==> config.mk <==
export PLATFORM = sky130hd
export DESIGN_NAME = mix_columns_engine
export DESIGN_NICKNAME = d
export VERILOG_FILES = /design/src/rtl/aes_pkg.sv /design/src/rtl/mix_single_column.sv /design/src/rtl/mix_columns_engine.sv
export SDC_FILE = /design/constraint.sdc
export NUM_CORES = 1
export LEC_CHECK = 0
export CAP_MARGIN = 5
export CORE_MARGIN = 4
export CORE_UTILIZATION = 50
export CTS_CLUSTER_SIZE = 10
export DETAILED_ROUTE_END_ITERATION = 6
export PLACE_DENSITY = 0.9
export SETUP_SLACK_MARGIN = 0.5
export SLEW_MARGIN = 10
export SYNTH_ARGS = -nofsm -noshare
export SYNTH_HDL_FRONTEND = slang
export SYNTH_SLANG_ARGS = --single-unit
==> constraint.sdc <==
create_clock -name clk -period 3 [get_ports clk]
set_clock_uncertainty 0.1 [all_clocks]
set_input_delay 0.6 -clock clk [delete_from_list [all_inputs] [get_ports clk]]
set_output_delay 0.6 -clock clk [all_outputs]
set_load 0.01 [all_outputs]
==> src/rtl/aes_pkg.sv <==
// Shared AES constants, GF(2^8) multipliers and the MixColumns engine FSM states.
// Inverse-direction multipliers exist only when MIXCOL_INV_EN is defined.
package aes_pkg;

  localparam int STATE_W = 128;
  localparam int COL_W   = 32;
  localparam int BYTE_W  = 8;
  localparam logic [BYTE_W-1:0] RED_POLY = 8'h1b;

  typedef enum logic [1:0] {IDLE, BUSY, DONE} state_e;

  function automatic logic [BYTE_W-1:0] xtime(input logic [BYTE_W-1:0] x);
    return {x[6:0], 1'b0} ^ (x[7] ? RED_POLY : 8'h00);
  endfunction

  function automatic logic [BYTE_W-1:0] gmul2(input logic [BYTE_W-1:0] x);
    return xtime(x);
  endfunction

  function automatic logic [BYTE_W-1:0] gmul3(input logic [BYTE_W-1:0] x);
    return xtime(x) ^ x;
  endfunction

`ifdef MIXCOL_INV_EN
  // Inverse coefficients are built from x*8, x*4 and x*2 partial products.
  function automatic logic [BYTE_W-1:0] gmul9(input logic [BYTE_W-1:0] x);
    return xtime(xtime(xtime(x))) ^ x;
  endfunction

  function automatic logic [BYTE_W-1:0] gmul11(input logic [BYTE_W-1:0] x);
    return xtime(xtime(xtime(x))) ^ xtime(x) ^ x;
  endfunction

  function automatic logic [BYTE_W-1:0] gmul13(input logic [BYTE_W-1:0] x);
    return xtime(xtime(xtime(x))) ^ xtime(xtime(x)) ^ x;
  endfunction

  function automatic logic [BYTE_W-1:0] gmul14(input logic [BYTE_W-1:0] x);
    return xtime(xtime(xtime(x))) ^ xtime(xtime(x)) ^ xtime(x);
  endfunction
`endif

endpackage

==> src/rtl/mix_single_column.sv <==
// Combinational MixColumns transform of one 32-bit column (row 0 in the top byte).
// With MIXCOL_INV_EN defined, inv_i selects InvMixColumns; otherwise inv_i is ignored.
module mix_single_column
  import aes_pkg::*;
(
  input  logic [COL_W-1:0] col_i,
  input  logic             inv_i,
  output logic [COL_W-1:0] col_o
);

  logic [BYTE_W-1:0] a   [4];
  logic [BYTE_W-1:0] fwd [4];
  logic [BYTE_W-1:0] res [4];

  for (genvar r = 0; r < 4; r++) begin : g_row
    assign a[r]   = col_i[COL_W-1-BYTE_W*r -: BYTE_W];
    assign fwd[r] = gmul2(a[r]) ^ gmul3(a[(r+1)%4]) ^ a[(r+2)%4] ^ a[(r+3)%4];
`ifdef MIXCOL_INV_EN
    logic [BYTE_W-1:0] invB;
    assign invB   = gmul14(a[r]) ^ gmul11(a[(r+1)%4]) ^ gmul13(a[(r+2)%4]) ^ gmul9(a[(r+3)%4]);
    assign res[r] = inv_i ? invB : fwd[r];
`else
    assign res[r] = fwd[r];
`endif
  end

`ifndef MIXCOL_INV_EN
  logic unused_inv;
  assign unused_inv = inv_i;
`endif

  assign col_o = {res[0], res[1], res[2], res[3]};

endmodule

==> src/rtl/mix_columns_engine.sv <==
// Sequential AES MixColumns engine: COLS_PER_CYCLE columns per clock, valid/ready in and out.
// Define MIXCOL_INV_EN to add the InvMixColumns datapath and the in_inv mode register.
module mix_columns_engine #(
  parameter int COLS_PER_CYCLE = 1,
  parameter int STATE_W        = 128
) (
  input  logic               clk,
  input  logic               rst_n,
  input  logic               in_valid,
  output logic               in_ready,
  input  logic [STATE_W-1:0] in_state,
  input  logic               in_inv,
  output logic               out_valid,
  input  logic               out_ready,
  output logic [STATE_W-1:0] out_state
);
  import aes_pkg::*;

  localparam int NUM_GROUPS = (COLS_PER_CYCLE > 0) ? 4 / COLS_PER_CYCLE : 1;
  localparam logic [1:0] LAST_GROUP = 2'(NUM_GROUPS - 1);

  if ((COLS_PER_CYCLE != 1 && COLS_PER_CYCLE != 2 && COLS_PER_CYCLE != 4) || STATE_W != 128)
  begin : g_badParam
    $error("mix_columns_engine: COLS_PER_CYCLE must be 1, 2 or 4 and STATE_W must be 128");
  end

  state_e             state_q, state_d;
  logic [1:0]         cnt_q, cnt_d;
  logic [STATE_W-1:0] work_q, work_d;
  logic [STATE_W-1:0] result_q, result_d;
  logic               accept;
  logic               lastGroup;
  logic               modeInv;

  logic [1:0]       colIdx [COLS_PER_CYCLE];
  logic [COL_W-1:0] colIn  [COLS_PER_CYCLE];
  logic [COL_W-1:0] colOut [COLS_PER_CYCLE];

`ifdef MIXCOL_INV_EN
  logic mode_q, mode_d;
  assign modeInv = mode_q;
`else
  logic unused_inInv;
  assign modeInv      = 1'b0;
  assign unused_inInv = in_inv;
`endif

  // Group k covers columns k*C .. k*C+C-1; the 2-bit truncation is the column number.
  for (genvar j = 0; j < COLS_PER_CYCLE; j++) begin : g_col
    assign colIdx[j] = 2'(32'(cnt_q) * 32'(COLS_PER_CYCLE) + 32'(j));
    assign colIn[j]  = work_q[{colIdx[j], 5'd0} +: COL_W];
    mix_single_column u_col (
      .col_i (colIn[j]),
      .inv_i (modeInv),
      .col_o (colOut[j])
    );
  end

  assign lastGroup = (cnt_q == LAST_GROUP);
  assign out_valid = (state_q == DONE);
  assign out_state = result_q;

  always_comb begin
    state_d  = state_q;
    cnt_d    = cnt_q;
    work_d   = work_q;
    result_d = result_q;
    in_ready = 1'b0;
    accept   = 1'b0;
`ifdef MIXCOL_INV_EN
    mode_d   = mode_q;
`endif
    case (state_q)
      IDLE: begin
        in_ready = 1'b1;
        if (in_valid) begin
          accept  = 1'b1;
          state_d = BUSY;
        end
      end
      BUSY: begin
        for (int j = 0; j < COLS_PER_CYCLE; j++) begin
          result_d[{colIdx[j], 5'd0} +: COL_W] = colOut[j];
        end
        if (lastGroup) begin
          state_d = DONE;
          cnt_d   = 2'd0;
        end else begin
          cnt_d = cnt_q + 2'd1;
        end
      end
      DONE: begin
        // Output handoff and the next accept share this cycle.
        if (out_ready) begin
          in_ready = 1'b1;
          if (in_valid) begin
            accept  = 1'b1;
            state_d = BUSY;
          end else begin
            state_d = IDLE;
          end
        end
      end
      default: state_d = IDLE;
    endcase
    if (accept) begin
      work_d = in_state;
      cnt_d  = 2'd0;
`ifdef MIXCOL_INV_EN
      mode_d = in_inv;
`endif
    end
  end

  always_ff @(posedge clk) begin
    if (!rst_n) begin
      state_q  <= IDLE;
      cnt_q    <= 2'd0;
      work_q   <= '0;
      result_q <= '0;
`ifdef MIXCOL_INV_EN
      mode_q   <= 1'b0;
`endif
    end else begin
      state_q  <= state_d;
      cnt_q    <= cnt_d;
      work_q   <= work_d;
      result_q <= result_d;
`ifdef MIXCOL_INV_EN
      mode_q   <= mode_d;
`endif
    end
  end

endmodule

Word level (Yosys, flattened, before mapping). Cells that the tools add are included.

$add $sub $neg: 2. Equal/unequal tests: 6. Shift-type cells: 3. Mux-type cells: 16. Bitwise operators: 21. Reductions and logical operators: 3.

Operators by type and width (number): $xor 8x8->8 (19); $bwmux 128 (1); $shift 32x9->128 const A (1); $shiftx 128x8->32 (1); $shiftx 32x9->128 (1); $mux 5 (4); $neg 7->9 (1); $mux 2 (4); $xor 8x5->8 (1); $pmux 2 s3 (1); $eq 2x2->1 const B (2); $mux 1 (4); $ne 2x2->1 const B (2); $pmux 1 s2 (2); $reduce_and 3->1 (1); $add 2x1->2 const B (1); $eq 2x1->1 const B (1); $logic_not 2->1 (1); $ne 2x1->1 const B (1); $reduce_or 2->1 (1); $not 1->1 (1).

Register bits: 260.

Logic depth before layout (Yosys ltp).
Depth in word-level cells: 9. Depth in mapped cells: 9. Gate-level depth less buffers: 6.

Hierarchy. Synthesis repeated with hierarchy kept, for this count alone.

Cells, all modules: 1096. Area, all modules: 11688.7 um^2.

By module, submodules not included: mix_columns_engine (times used 1, cells an instance 1021, area an instance 10378.7 um^2, seq. area each 5205.0 um^2); mix_single_column (times used 1, cells an instance 75, area an instance 1310.0 um^2, seq. area each 0.0 um^2).

Worst setup path before layout. OpenSTA, ideal clock, no wires.

Kind: reg2reg. Start: register cnt_q[1]. End: register result_q[12], in the netlist out_state[12]. Setup time: 0.060 ns. Arrival: 2.603 ns. Data required time: 2.840 ns. Slack: 0.238 ns. Cell stages (with the launch flop): 9. Path buffers: 4. Clock period less this slack: 2.762 ns. Path through: dfxtp_1 -> buf_4 -> clkbuf_1 -> inv_1 -> ha_1 -> clkdlybuf4s18_2 -> nor4_1 -> clkbuf_1 -> a22o_1.

Word-level cells in the longest chain between the ends: 9. Elaborated cells between the ends (all ways): 29.

Ends and longest elaborated chain: from (decl) (RTL line mix_columns_engine.sv:28) `logic [1:0] cnt_q, cnt_d;`; from (signal assigned) (RTL line mix_columns_engine.sv:126) `cnt_q <= cnt_d;`; $shiftx 128x8->32 (RTL line mix_columns_engine.sv:51) `assign colIn[j] = work_q[{colIdx[j], 5'd0} +: COL_W];`; $mux 5 (RTL line aes_pkg.sv:13) `return {x[6:0], 1'b0} ^ (x[7] ? RED_POLY : 8'h00);`; $xor 8x5->8 / $xor 8x8->8 (equally long branches) (RTL line aes_pkg.sv:13); $xor 8x8->8 (RTL line aes_pkg.sv:21) `return xtime(x) ^ x;`; $xor 8x8->8 (3 in a row) (RTL line mix_single_column.sv:17) `assign fwd[r] = gmul2(a[r]) ^ gmul3(a[(r+1)%4]) ^ a[(r+2)%4] ^ a[(r+3)%4];`; $shiftx 32x9->128 (RTL line mix_columns_engine.sv:83) `result_d[{colIdx[j], 5'd0} +: COL_W] = colOut[j];`; $bwmux 128 (*) (RTL line mix_columns_engine.sv:83); to (signal assigned) (RTL line mix_columns_engine.sv:128) `result_q <= result_d;`; to (decl) (RTL line mix_columns_engine.sv:30) `logic [STATE_W-1:0] result_q, result_d;`.

Every way passes the cells marked *; elsewhere a longest branch is shown, timed or not. A chain may end at the register's enable or synchronous reset.

Worst setup path in the final report.
Start: register cnt_q[0]. End: register result_q[41], in the netlist out_state[41].

The elaborated chain is that of the path after synthesis.

==> flow_metrics.py <==
metrics = {
    "pwr": {
        "power_density_nw_per_um2": 563,
        "p_leak_nw": 5.71,
        "swShare": 0.260,
        "p_int_mw": 6.29,
        "p_seq_frac": 0.433,
        "combPwrFrac": 0.199,
        "peakVddDrop_v": 0.000450,
        "p_sw_mw": 2.21,
        "power.total_mw": 8.51,
        "clockPowerShare": 0.367,
    },
    "global_route": {
        "grt_max_degree": 132,
        "grt_antenna_before_repair": 2,
        "gr-total-overflow": 0,
        "track_usage": 0.247,
        "grt_pass1_vias": 8824,
        "grt_pass1_wl_mm": 48.1,
    },
    "drt": {
        "drc": 0,
        "drt-total-wl_mm": 31.5,
        "via_count": 8804,
        "drt_iter0_markers": 558,
        "wl_per_cell_um": 19.5,
        "drt_first_pass_iters": 5,
        "ant_nets": 0,
        "vias_per_cell": 5.45,
    },
    "cts": {
        "h-tree-depth": 1,
        "ctsRootBufferMaster": "clkbuf_16",
        "cts.sinks": 260,
        "insertion_delay_ns": 0.54,
        "numCtsBuffers": 30,
        "clk_pin_slew_ns": 0.06,
        "cts_buffer_depth": 3,
        "hold_buffers": 0,
        "cts_tree": "done",
    },
    "critical_path": {
        "endpoint_kind": "register",
        "cp-start-kind": "register",
        "crit_slowest_cell": "mux4_2",
        "critPathMaxStageDelay_ns": 0.55,
        "cp_max_fo": 12,
        "crit_type": "register to register",
        "cp_cell_sequence": "buf_12 > mux4_2 > buf_4 > xor3_1 > xnor3_2 > o21ai_0",
        "ff2ff_setup_slack_ns": 0.46,
        "worstPathRequired_ns": 3.36,
        "cp.arrival_ns": 2.90,
    },
    "timing": {
        "worst_slack_ns": 0.463,
        "slew_headroom": 0.311,
        "fin_tns_setup_ns": 0,
        "post-route-period-util": 0.846,
        "setup_viol": 0,
        "hold_ws_ns": 0.348,
        "maxSlewViolCount": 0,
        "max_freq_ghz": 0.394,
        "worst_slew_pin_slew_ns": 1.03,
        "finalCriticalPeriod_ns": 2.54,
        "report.final.hold_viol_count": 0,
        "rsz0062_at_grt": "yes",
    },
    "cells_and_area": {
        "syn_to_final_growth_pct": 36.0,
        "fillCellCount": 1559,
        "final_nets": 1468,
        "fin_util": 0.692,
        "drive_gt1_frac": 0.124,
    },
    "placement": {
        "place_ws_ns": 0.181,
        "portBuffers": 261,
        "gp_congestion": 0.847,
        "dp_hpwl_mm": 22.5,
    },
    "floorplan": {
        "io_pins": 263,
        "die_y_um": 157,
        "placement_rows": 54,
        "core_um2": 21800,
        "dieArea_um2": 24600,
        "die_w_um": 157,
        "initial_core_util": 0.508,
    },
    "logic_synthesis": {
        "synth_edf_count": 0,
        "syn_area_um2": 11100,
        "avgSynthCellArea_um2": 10.4,
        "ys_types": 42,
        "ys.flop_type": "dfxtp_1",
        "ys_seq_elements": 260,
        "yosysWarnings": 0,
        "synth_nets": 1208,
        "ys_seq_area_frac": 0.469,
        "netlist_instances": 1069,
        "async_reset_ff_frac": 0,
    },
    "flow_run": {
        "drv_cap": 0,
    },
    "run_status": {
        "status": "finished clean",
    },
    "hold_path": {
        "hold_path.class": "register to register",
    },
}
[Yosys cell counts, drive strengths merged, types with 2 or more instances]
| master | count | share of area |
|---|---|---|
| ha | 6 | 0.0068 |
| inv | 5 | 0.0017 |
| nor3b | 2 | 0.0014 |
| dfxtp | 260 | 0.47 |
| clkbuf | 67 | 0.025 |
| xnor3 | 40 | 0.082 |
| a21oi | 3 | 0.0014 |
| a21boi | 132 | 0.089 |
| a22o | 60 | 0.047 |
| xnor2 | 20 | 0.031 |
| xor2 | 10 | 0.0079 |
| nor2 | 8 | 0.0027 |
| nand4 | 2 | 0.0011 |
| mux4 | 32 | 0.067 |
| xor3 | 3 | 0.0064 |
| o21ai | 68 | 0.031 |
| buf | 9 | 0.0088 |
| nand2 | 330 | 0.11 |
[layout make-up]
class                      instances  area, um2  area share
tap                              280        350      0.0232
antenna                            1       2.50    0.000166
sequential                       260       5210       0.345
multi-input combinational        727       5640       0.374
clock buffer                      35        801      0.0531
timing repair buffer             305       3060       0.203
inverter                           5       18.8     0.00124
clock inverter                     1       7.51    0.000497
[final timing paths]
check	startpoint	end	cells past startpoint
setup / recovery	cnt_q[0]	out_state[41]	6
hold / removal	out_state[94]	out_state[94]	2
setup reg to reg	cnt_q[0]	out_state[41]	6
hold reg to reg	out_state[94]	out_state[94]	2
[flip-flops by register name (all words and copies together) (netlist names)]
| name | flops |
|---|---|
| cnt_q | 2 |
| out_state | 128 |
| state_q | 2 |
| work_q | 128 |
[cells in the final DEF, fill, tap and decap left out, types with 3 or more instances in the layout]
master           instances
a21boi_0               128
a21boi_2                 4
a21oi_1                  3
a22o_1                  60
buf_12                   9
buf_4                   34
clkbuf_1                 3
clkbuf_16               31
clkdlybuf4s50_1        259
dfxtp_1                257
ha_1                     6
inv_1                    5
mux4_2                  32
nand2_1                330
nor2_1                   7
o21ai_0                 35
o21ai_1                 33
xnor2_2                  9
xnor2_4                  9
xnor3_1                 23
xnor3_2                 16
xor2_1                   4
xor2_2                   5
[per-layer routing]
layer / up-vias / wire length [um] / track usage
met5: - / 12 / 0
met4: 2 / 703 / 0.0640
met3: 49 / 2460 / 0.0454
met2: 388 / 15500 / 0.425
met1: 4205 / 12800 / 0.325
li1: 4160 / - / -
[kinds of logic after synthesis]
logic type | after synthesis | synth area share
simple gates | 349 | 0.122
compound gates | 267 | 0.172
flops | 260 | 0.469
buf+inv | 82 | 0.0368
xor+xnor | 73 | 0.127
mux | 32 | 0.0670
fa+ha+maj | 6 | 0.00677
[stage by stage]
stage,cells,cell area [um2]
finish,1614,15100
global route,1614,15100
CTS,1600,14900
detailed placement,1555,14000
global placement,1555,14000
floorplan,1069,11100
[power groups by stage]
stage	sequential [mW]	combinational, mW	clock, mW
final	3.69	1.69	3.13
after global routing	3.70	1.79	3.29
after CTS	3.68	1.63	3.15
after detailed placement	3.76	1.56	0
after global placement	3.75	1.54	0
after floorplan	3.75	0.941	0
[repair_timing]
item	in CTS	in global routing
pin swaps	3	7
resized for setup	22	24
setup buffers	9	13
endpoints found under the setup margin	119	65
[critical path, delay by kind of cell (launching register included)]
family,cells,cell delay [ns]
multiplexers,1,0.55
AO/OA/AOI/OAI,1,0.18
buffers and inverters,2,0.35
flip-flops,1,0.40
XOR/XNOR,2,0.87
(Power assumes the default switching activity.)
